File: src/rtl/msi_cache_ctrl.sv
// Direct-mapped write-back L1 controller with MSI snooping; one CPU port, one shared bus.
// All outputs registered (decision at cycle t visible at t+1); snoops take priority and stall the CPU-side FSM.
module msi_cache_ctrl #(
  parameter int ADDR_W = 3,
  parameter int DATA_W = 4,
  parameter int LINES  = 2
) (
  input  logic              clock,
  input  logic              reset,
  input  logic              cpu_req,
  input  logic              cpu_write,
  input  logic [ADDR_W-1:0] cpu_address,
  input  logic [DATA_W-1:0] cpu_data_in,
  output logic              cpu_done,
  output logic [DATA_W-1:0] cpu_data_out,
  output logic              bus_read_miss,
  output logic              bus_write_miss,
  output logic              bus_invalidate,
  output logic              bus_write_back,
  output logic [ADDR_W-1:0] bus_address,
  output logic [DATA_W-1:0] bus_data_out,
  input  logic              fill_valid,
  input  logic [DATA_W-1:0] fill_data,
  input  logic              snoop_valid,
  input  logic [1:0]        snoop_type,
  input  logic [ADDR_W-1:0] snoop_address
);
  localparam int IDX_W = $clog2(LINES);
  localparam int TAG_W = ADDR_W - IDX_W;
  localparam logic [1:0] ST_I = 2'b00;
  localparam logic [1:0] ST_S = 2'b01;
  localparam logic [1:0] ST_M = 2'b10;

  typedef enum logic [2:0] {IDLE, LOOKUP, WB, ISSUE, FILL} fsm_t;

  fsm_t              r_fsm;
  logic              r_write;
  logic [ADDR_W-1:0] r_addr;
  logic [DATA_W-1:0] r_wdata;
  logic [1:0]        r_state [LINES];
  logic [TAG_W-1:0]  r_tag   [LINES];
  logic [DATA_W-1:0] r_data  [LINES];

  logic [IDX_W-1:0]  w_ridx, w_sidx;
  logic [TAG_W-1:0]  w_rtag, w_stag;
  logic              w_req_hit, w_snoop_hit, w_snoop_flush, w_stall;

  assign w_ridx = r_addr[IDX_W-1:0];
  assign w_rtag = r_addr[ADDR_W-1:IDX_W];
  assign w_sidx = snoop_address[IDX_W-1:0];
  assign w_stag = snoop_address[ADDR_W-1:IDX_W];

  assign w_req_hit     = (r_state[w_ridx] != ST_I) && (r_tag[w_ridx] == w_rtag);
  assign w_snoop_hit   = snoop_valid && (snoop_type != 2'b11) &&
                         (r_state[w_sidx] != ST_I) && (r_tag[w_sidx] == w_stag);
  assign w_snoop_flush = w_snoop_hit && (r_state[w_sidx] == ST_M) && !snoop_type[1];
  // ISSUE only yields when a snoop flush would collide with its bus pulse.
  assign w_stall = (((r_fsm == LOOKUP) || (r_fsm == WB)) && w_snoop_hit) ||
                   ((r_fsm == ISSUE) && w_snoop_flush);

  always_ff @(posedge clock) begin
    if (reset) begin
      r_fsm          <= IDLE;
      r_write        <= 1'b0;
      r_addr         <= '0;
      r_wdata        <= '0;
      cpu_done       <= 1'b0;
      cpu_data_out   <= '0;
      bus_read_miss  <= 1'b0;
      bus_write_miss <= 1'b0;
      bus_invalidate <= 1'b0;
      bus_write_back <= 1'b0;
      bus_address    <= '0;
      bus_data_out   <= '0;
      for (int i = 0; i < LINES; i++) begin
        r_state[i] <= ST_I;
        r_tag[i]   <= '0;
        r_data[i]  <= '0;
      end
    end else begin
      cpu_done       <= 1'b0;
      bus_read_miss  <= 1'b0;
      bus_write_miss <= 1'b0;
      bus_invalidate <= 1'b0;
      bus_write_back <= 1'b0;

      if (w_snoop_hit) begin
        if (w_snoop_flush) begin
          bus_write_back <= 1'b1;
          bus_address    <= snoop_address;
          bus_data_out   <= r_data[w_sidx];
        end
        r_state[w_sidx] <= (snoop_type == 2'b00) ? ST_S : ST_I;
        if ((snoop_type == 2'b00) && (r_state[w_sidx] == ST_S))
          r_state[w_sidx] <= ST_S;
      end

      case (r_fsm)
        IDLE: if (cpu_req) begin
          r_write <= cpu_write;
          r_addr  <= cpu_address;
          r_wdata <= cpu_data_in;
          r_fsm   <= LOOKUP;
        end
        LOOKUP: if (!w_stall) begin
          if (w_req_hit) begin
            cpu_done <= 1'b1;
            r_fsm    <= IDLE;
            if (!r_write) begin
              cpu_data_out <= r_data[w_ridx];
            end else begin
              r_data[w_ridx]  <= r_wdata;
              r_state[w_ridx] <= ST_M;
              if (r_state[w_ridx] == ST_S) begin
                bus_invalidate <= 1'b1;
                bus_address    <= r_addr;
              end
            end
          end else begin
            r_fsm <= (r_state[w_ridx] == ST_M) ? WB : ISSUE;
          end
        end
        WB: if (!w_stall) begin
          // A stalling snoop may already have demoted the victim; flush only if still dirty.
          if (r_state[w_ridx] == ST_M) begin
            bus_write_back  <= 1'b1;
            bus_address     <= {r_tag[w_ridx], w_ridx};
            bus_data_out    <= r_data[w_ridx];
            r_state[w_ridx] <= ST_I;
          end
          r_fsm <= ISSUE;
        end
        ISSUE: if (!w_stall) begin
          bus_read_miss  <= !r_write;
          bus_write_miss <= r_write;
          bus_address    <= r_addr;
          r_fsm          <= FILL;
        end
        FILL: if (fill_valid) begin
          r_tag[w_ridx] <= w_rtag;
          cpu_done      <= 1'b1;
          r_fsm         <= IDLE;
          if (r_write) begin
            r_state[w_ridx] <= ST_M;
            r_data[w_ridx]  <= r_wdata;
          end else begin
            r_state[w_ridx] <= ST_S;
            r_data[w_ridx]  <= fill_data;
            cpu_data_out    <= fill_data;
          end
        end
        default: r_fsm <= IDLE;
      endcase
    end
  end
endmodule

File: config.mk
export PLATFORM = sky130hd
export DESIGN_NAME = msi_cache_ctrl
export DESIGN_NICKNAME = d
export VERILOG_FILES = /design/src/rtl/msi_cache_ctrl.sv
export SDC_FILE = /design/constraint.sdc
export NUM_CORES = 1
export LEC_CHECK = 0
export ABC_AREA = 1
export CAP_MARGIN = 40
export CORE_MARGIN = 3
export CORE_UTILIZATION = 30
export CTS_BUF_LIST = sky130_fd_sc_hd__clkbuf_4
export CTS_CLUSTER_DIAMETER = 30
export DETAILED_ROUTE_END_ITERATION = 7
export GPL_TIMING_DRIVEN = 1
export PLACE_DENSITY = 0.55
export SYNTH_ARGS = -nofsm -noshare
export SYNTH_HDL_FRONTEND = slang
export SYNTH_SLANG_ARGS = --single-unit
File: constraint.sdc
create_clock -name clock -period 1.7 [get_ports clock]
set_clock_uncertainty 0.05 [all_clocks]
set_input_delay 0.34 -clock clock [delete_from_list [all_inputs] [get_ports clock]]
set_output_delay 0.34 -clock clock [all_outputs]
set_load 0.02 [all_outputs]
==> impl.org, run 1 <==
** Floorplanning
- The die is 95.2 um tall.
- After floorplanning, the core was divided into 31 placement rows.
- Die Wd :: 95.2 um
- Initial core utilization :: 31.9%
- Area of the core region :: 0.00749 sq mm
- In this run the count of I/O pins placed on the die edge is 38.
- The die covers 0.00906 sq mm.

** Timing
- Tightest Pin Transition :: 0.394 ns
- Hold Fails Final Rpt :: 0
- Tcrit/Tclk final :: 109%
- Final Hold Slack :: 0.413 ns
- # setup viols final :: 32
- Static timing analysis puts the maximum clock frequency at 537 MHz.
- Measured against its own limit, the worst slew margin works out to 73.4%.
- Unrepaired setup endpoints after global routing :: yes
- In the final timing run, aggregate negative setup slack is -2.95 ns.
- The count of pins over their slew limit is 0.
- Final critical delay including setup and external delays :: 1.86 ns
- Across all setup checks in the final design, the least slack found is -0.161 ns.

** Global routing
- Largest net degree at the start of global routing :: 14
- Combined global-route utilization of all metal layers :: 15.2%
- The total overflow left after global routing is 0.
- Wire length of the first global-routing pass :: 10,700 um
- Via count of the first global-routing pass :: 2,328
- Initial antenna violation count :: 0

** Clock tree
- Hold repair after CTS inserted 0 buffers.
- Counting the buffers created by CTS gives 5.
- After clock tree synthesis, the clock-pin slew on the worst setup and hold paths is 0.13 ns.
- Clock Tree Buf Depth :: 2
- The later pin in the worst-skew pair is clocked with a latency of 0.35 ns.
- The tree is rooted in a clkbuf_4.
- In this run the number of H-tree levels came out at 2.
- CTS saw 44 sinks.
- TritonCTS clock tree :: yes

** Run status
- The final reports fail on negative setup slack.
- Status :: finished with violations

** Synth
- Sequential area share after synthesis :: 43.6%
- In this run, synthesis produced a sequential element count of 44.
- The number of nets handed over by synthesis was 344.
- The average instance in the mapped netlist occupies 7.41 sq um.
- During synthesis, Yosys emitted a total of 0 warnings.
- Area of the mapped netlist :: 0.00239 sq mm
- Synthesis produced a netlist whose cell count is 322.
- The synthesized netlist contains 33 unique library cells.

** Worst setup path
- Length in cells of the worst reg-to-reg path :: 9
- Data on the critical path is required at its endpoint by 1.74 ns.
- Crit Path Class :: flop to flop
- The startpoint identified for the worst register-to-register timing path is r_tag[1][1].
- Category of the worst setup path capture point :: flop
- The worst setup path is launched from a flop.
- In this run the worst path has a maximum fanout of 5.
- In this run the register-to-register setup slack is -0.16 ns.
- Arrival time of the worst setup path :: 1.90 ns
- In this run the critical register-to-register path is captured at r_data[0][3].

** Place
- Number of I/O port buffers :: 37
- The HPWL after detailed placement is 5090 um.
- Last weighted congestion value of the routability-driven placer :: 0.839
- Once placement completed, the tool counted placed cells totaling 501.

** Worst hold path
- The worst hold path begins at r_wdata[3].
- The worst hold path was traced through 2 stages.
- For hold timing, the worst endpoint is r_wdata[3].
- Min-Delay Path Class :: flop to flop

** Power and ir drop
- Power density of the placed cells :: 1020 mW/mm^2
- Across the VDD grid, the largest voltage drop is 0.676 mV.
- In this run the static leakage power is 1.77 nW.

** Drt
- Count of routing violations after the opening detailed-route iteration :: 67
- Remaining design rule violation count :: 0
- Routed wire length per instance :: 12.7 um
- Vias per cell :: 4.58
- Final wirelength :: 6510 um
- Antenna viol nets, final :: 0
- First-pass DRT Iterations :: 4
- For this block, the via count after detailed routing is 2,351.

** Final layout
- Commonest non-fill, non-tap cell in the layout :: nand2_1
- Commonest non-fill, non-tap cells in the layout :: nand2_1 (58), buf_4 (47), inv_1 (36)
- Total inserted antenna cells :: 0
- Post-layout net count :: 436
- Of the cells placed in the final design, the portion with a size suffix greater than 1 is 34.8%.
- For this run, the number of standard cells in the final layout without fillers is 513.
- The area growth from synthesis to layout is 52.6%.

** Run
- Max_cap viols :: 0
layout make-up:
cell class / count / area [sq um]
sequential: 44 / 1050
clock buffer: 5 / 37.5
timing repair buffer: 93 / 818
clock inverter: 2 / 11.3
fill: 754 / 3840
multi-input combinational: 224 / 1420
tap: 99 / 124
inverter: 46 / 183
stage by stage:
stage | setup slack [ns] | total power [W] | utilization (%) | cell area [sq um]
after floorplan | -0.00904 | 0.00233 | - | 2420
after global placement | -0.571 | 0.00302 | 43.4 | 3250
after detailed placement | -0.635 | 0.00303 | 43.4 | 3250
after CTS | -0.0849 | 0.00361 | 46.1 | 3450
after global routing | -0.267 | 0.00400 | 48.7 | 3640
final | -0.161 | 0.00373 | 48.7 | 3640
how the worst max path moves through the flow:
stage                           from             to  slack [ns]  depth (start not counted)
finish                   r_tag[1][1]   r_data[0][3]       -0.16                          9
floorplan           snoop_address[0]   r_data[0][0]      -0.009                         13
global placement    snoop_address[0]   r_data[0][0]       -0.57                         14
CTS                      r_tag[1][1]  r_state[0][0]       -0.08                         12
global route             r_tag[1][1]  r_state[0][1]       -0.27                          9
detailed placement  snoop_address[0]   r_data[0][1]       -0.63                         14
flip-flops by register name, indices dropped and copies added (netlist names), named ones only:
| register | flops |
|---|---|
| r_wdata | 4 |
| bus_read_miss | 1 |
| bus_address | 3 |
| bus_invalidate | 1 |
| r_addr | 3 |
| r_data | 8 |
| r_state | 4 |
| r_fsm | 3 |
| bus_write_back | 1 |
| bus_data_out | 4 |
| r_tag | 4 |
| bus_write_miss | 1 |
| cpu_done | 1 |
| cpu_data_out | 4 |
| r_write | 1 |
timing repair:
| item | in CTS | in global routing |
|---|---|---|
| setup buffers | 2 | 5 |
| resized for setup | 59 | 45 |
| endpoints found under the setup margin | 50 | 42 |
| pin swaps | 13 | 17 |
cell usage after synthesis (all sizes together):
master,count,area [sq um]
nand3b,1,7.51
clkinv,1,3.75
o21ai,38,190
o22ai,1,6.26
o21a,1,7.51
buf,5,38.8
a21oi,15,75.1
clkbuf,3,11.3
a21boi,1,7.51
nand4,5,37.5
a211oi,1,7.51
o211a,3,30.0
edfxtp,16,480
nand3,24,153
dfxtp,28,561
inv,45,171
nand2,85,339
xor2,1,16.3
nor2,34,174
nor3,14,70.1
critical path: stages, from the launching register on:
cell	delay [ns]
edfxtp_1	0.46
buf_4	0.17
nand2_2	0.06
nand2_2	0.07
xor2_2	0.16
nor2_4	0.16
nand4_4	0.17
nand2_4	0.13
nand2_4	0.09
nand2_4	0.10
cell families after synthesis:
group	synth area share (%)
AOI/OAI and AO/OA	13.6
buffers and inverters	9.43
xor gates and xnor gates	0.682
DFF	43.6
and+or+nand+nor	32.7
per-layer routing:
metal  track usage (%)  routed length, um
met4              4.33                 79
met2              24.7               3040
met5                 0                  0
met1              20.9               3170
met3              2.37                216
power by group:
group          internal [W]  total (W)  switching [W]
registers           0.00128    0.00141       0.000131
logic              0.000788    0.00183        0.00104
clock network      0.000153   0.000493       0.000340
total               0.00222    0.00373        0.00151
Note: power is estimated with default switching activity, not from simulation.
==> run 2, diff against run 1 <==
--- a/config.mk
+++ b/config.mk
@@ -5,7 +5,7 @@
 export SDC_FILE = /design/constraint.sdc
 export NUM_CORES = 1
 export LEC_CHECK = 0
-export ABC_AREA = 1
+export ABC_AREA = 0
 export CAP_MARGIN = 40
 export CORE_MARGIN = 3
 export CORE_UTILIZATION = 30
==> impl.org, run 2 <==
** Run status
- The run finished, with violations left.
- The final reports fail on negative setup slack.

** Synth
- The share of the synthesized area in the top cell type came to 23.8% (+0.35 points).
- Synth Area in Compound Gates :: 19.6% (+6.1 points)
- Sequential area share after synthesis :: 44.3% (+0.65 points)
- The count of yosys warnings during synthesis was 0 (unchanged).
- The xor/xnor share of the synthesized area was 1.81% (+1.1 points).
- The most common cell in the synthesized netlist is nor2_1.
- The cell count after synthesis came to 262 (-19%).
- The fraction of registers with async set/reset is 0% (unchanged).
- Largest family of logic cells by synthesized area :: simple AND/OR/NAND/NOR gates
- Area of the mapped netlist :: 0.00235 sq mm (-1.5%)
- Main synth FF type :: dfxtp_1
- The portion of netlist area occupied by mux cells came to 6.60% (+6.6 points).
- Flop and latch count out of synthesis :: 44 (unchanged)
- Counting instances in the post-synthesis netlist gives the leading cell types as nor2_1 (33), nand2_1 (32), dfxtp_1 (28).
- Synth Area per Inst :: 8.98 sq um (+21%)
- Syn_nets :: 284 (-17%)
- Adder-cell share of the synthesized area :: 0% (unchanged)
- Sorting the synthesized cells by area gives the leading types as dfxtp_1 (24%), edfxtp_1 (20%), nor2_1 (5.3%), nand2_1 (5.1%), mux2i_1 (4.7%).
- The distinct cell type count of the synthesized netlist is 52 (+58%).
- Of all cell types, the one taking the most synthesized area is dfxtp_1.
- The number of enable flip-flop cells after synthesis was 16 (unchanged).
- Simple logic cell fraction of the synthesized area :: 23.3% (-9.4 points)

** Worst setup path
- Worst flop-to-flop path startpoint :: r_state[0][1]
- Among all stages on the critical path, the largest delay is contributed by or4_4.
- The largest fanout of any net on the critical path was 4 (-1).
- The signal on the critical path passes through or3_4 -> o311ai_4 -> nor3_4 -> or4_4 -> o31a_4 -> a41o_1.
- Beginning of the critical path :: r_state[0][1]
- Required time of the critical path :: 1.80 ns (+0.06 ns)
- The worst setup path is captured at a flop.
- Max stage delay on crit path :: 0.45 ns (about the same)
- STA classifies the critical path startpoint as a flop.
- Length in cells of the worst reg-to-reg path :: 6 (-3)
- Crit Path Class :: flop to flop
- Arrival time of the worst setup path :: 2.44 ns (+0.54 ns)
- Last element of the critical path :: r_state[0][0]
- In this run the critical register-to-register path is captured at r_state[0][0].
- Setup slack of the most critical reg-to-reg path :: -0.64 ns (-0.48 ns)

** Clock tree
- Clock Tree Buf Depth :: 2 (unchanged)
- TritonCTS built the clock tree.
- Root buffer selected by CTS :: clkbuf_4
- The clock net sink count was 44 (unchanged).
- The number of CTS-inserted buffers came to 5 (unchanged).
- The clock-pin slew on the worst setup and hold paths was 0.14 ns (about the same).
- The clock latency on the worst-skew pair is 0.37 ns (+0.02 ns).
- The number of H-tree levels came to 2 (unchanged).

** Floorplanning
- Initial core utilization :: 31.6% (-0.30 points)
- Area of the core region :: 0.00745 sq mm (-0.52%)
- Die area :: 0.00894 sq mm (-1.4%)
- Std cell rows :: 31 (unchanged)
- IO Pins :: 38 (unchanged)
- The die span in y is 94.6 um (-0.69%).
- Die Wd :: 94.6 um (-0.69%)

** Timing
- PnR worst setup slack :: -0.643 ns (-0.483 ns)
- Setup TNS :: -20.82 ns (-17.88 ns)
- The transition time at the pin with the least slew margin came to 0.512 ns (+0.117 ns).
- Hold Fails Final Rpt :: 0 (unchanged)
- Final critical delay including setup and external delays :: 2.34 ns (+0.483 ns)
- The worst slew slack as a fraction of its limit came to 65.5% (-7.9 points).
- The highest attainable clock frequency is 427 MHz (-21%).
- Tcrit/Tclk final :: 138% (+28 points)
- Final Hold Slack :: 0.418 ns (+0.00554 ns)
- # setup viols final :: 43 (+34%)
- Final Max Tran Viols :: 0 (unchanged)
- Setup repair after global routing could not meet its margin everywhere.

** Drt
- Remaining design rule violation count :: 0 (unchanged)
- Routed wire length per instance :: 15.4 um (+21%)
- Count of routing violations after the opening detailed-route iteration :: 104 (+55%)
- The number of vias in the routed layout was 2,388 (+1.6%).
- Final wirelength :: 7340 um (+13%)
- The remaining antenna violation count after routing was 0 (unchanged).
- Vias per cell :: 5.01 (+9.2%)
- First-pass DRT Iterations :: 4 (unchanged)

** Global routing
- The largest net degree at the start of global routing was 28 (+14).
- Initial antenna violation count :: 0 (unchanged)
- The number of global-route vias before repair was 2,329 (+0.043%).
- The wire length of the first global-routing pass is 11,800 um (+9.9%).
- Combined global-route utilization of all metal layers :: 16.9% (+1.7 points)
- The aggregate global routing overflow was 0 (unchanged).

** Final layout
- Leaving out fill and tap cells, the most frequent cell in the layout is buf_4.
- Layout Cell Area excl Fill :: 0.00386 sq mm (+6.1%)
- Core Util, Final :: 51.9% (+3.2 points)
- The flip-flop count of the largest register after layout was 8 (unchanged).
- The layout cell share with drive strength beyond 1 is 40.5% (+5.7 points).
- The fill cell instance count of the final layout came to 711 (-5.7%).
- Post-layout net count :: 399 (-8.5%)
- Total inserted antenna cells :: 0 (unchanged)
- The library cells used most frequently in the layout, excluding fill and tap cells, are buf_4 (69), nand2_1 (31), dfxtp_1 (27).
- The register with the most flip-flops in the final layout is r_data.
- From synthesis to final layout, the design area changed by 64.3%.

** Power and ir drop
- Internal power :: 0.00185 W (-16%)
- Combinational fraction of design power :: 29.5% (-20 points)
- The clock network power share is 25.4% (+12 points).
- The areal power density over the cells is 684 mW/mm^2 (-33%).
- Switching power total :: 0.000791 W (-48%)
- Sw frac :: 29.9% (-11 points)
- The highest ir drop seen on vdd was 0.357 mV (-47%).
- Sequential cell fraction of total power :: 45.1% (+7.4 points)
- The leakage power figure was 1.58 nW (-11%).

** Place
- The number of port buffers was 37 (unchanged).
- Sum of net half-perimeters after detailed placement :: 5310 um (+4.4%)
- The setup slack after placement was -1.15 ns (-0.516 ns).
- The final estimated routing congestion in global placement came to 0.842 (+0.32%).
- Placed cell area :: 0.00332 sq mm (+2.2%)

** Worst hold path
- Min-Delay Path Class :: flop to flop

** Run
- Max_cap viols :: 0 (unchanged)
-- run 2: cell count changes after synthesis, sizes merged, moves of 5 or more --
cell    delta
nand4b     +5
a21oi      +5
o21ai     -35
inv       -34
clkbuf     +8
mux2i     +11
o22a       +6
nor3       -8
nand2     -53
a211oi    +10
nor2b      +7
nand3     -18
-- run 2: how the worst min path moves through the flow --
stage | slack (ns) | cells after the start | startpoint | end
after global placement | 0.39 | 2 | r_addr[2] | r_addr[2]
after CTS | 0.42 | 2 | r_wdata[0] | r_wdata[0]
final | 0.42 | 2 | r_wdata[0] | r_wdata[0]
after global routing | 0.43 | 3 | cpu_data_in[3] | r_wdata[3]
after detailed placement | 0.40 | 2 | r_wdata[0] | r_wdata[0]
after floorplan | 0.39 | 2 | r_addr[1] | r_addr[1]
-- run 2: worst max-delay path: cells and delay by family (launching register included) --
kind	cells	cell delay (ns)
and+or+nand+nor	3	0.95
AOI/OAI and AO/OA	3	0.66
DFF	1	0.44
-- run 2: stage by stage --
step | power [W] | instances
finish | 0.00264 | 477
floorplan | 0.00152 | 262
global route | 0.00278 | 477
detailed placement | 0.00185 | 451
global placement | 0.00185 | 451
CTS | 0.00261 | 474
-- run 2: area by class of cell --
| class | instances | area (sq um) | area share [%] |
|---|---|---|---|
| Timing Repair Buffer | 123 | 1060 | 27.5 |
| Clock inverter | 3 | 42.5 | 1.10 |
| Multi-Input combinational cell | 192 | 1510 | 39.1 |
| Clock buffer | 5 | 37.5 | 0.972 |
| Inverter | 11 | 41.3 | 1.07 |
| Tap cell | 99 | 124 | 3.21 |
| Sequential cell | 44 | 1040 | 27.0 |
-- run 2: per-layer routing --
layer	routed length (um)	up-vias	global-route usage (%)
met5	0	-	0
met4	88	0	5.17
met3	244	8	2.79
met2	3540	51	27.7
met1	3460	1135	22.9
li1	-	1194	-
-- run 2: power by group through the flow --
| stage | Clock, W | Combinational (W) | Sequential (W) |
|---|---|---|---|
| 2_1_floorplan | 0 | 0.000298 | 0.00122 |
| 3_3_place_gp | 0 | 0.000633 | 0.00121 |
| 3_5_place_dp | 0 | 0.000638 | 0.00121 |
| 4_1_cts | 0.000689 | 0.000728 | 0.00119 |
| 5_1_grt | 0.000742 | 0.000841 | 0.00120 |
| 6_report | 0.000672 | 0.000779 | 0.00119 |
-- run 2: what timing repair did --
action	CTS	global route
pin swaps	24	20
buffers inserted	15	6
endpoints found under the setup margin	58	47
resized for setup	69	33
gates cloned	1	0
endpoints found under the hold margin	0	0
hold buffers	0	0
-- run 2: kinds of logic after synthesis --
| logic type | count (synthesis) |
|---|---|
| multiplexers | 15 |
| AND/OR/NAND/NOR | 110 |
| XOR/XNOR | 4 |
| flip-flops | 44 |
| buffers and inverters | 26 |
| AO/OA/AOI/OAI | 63 |
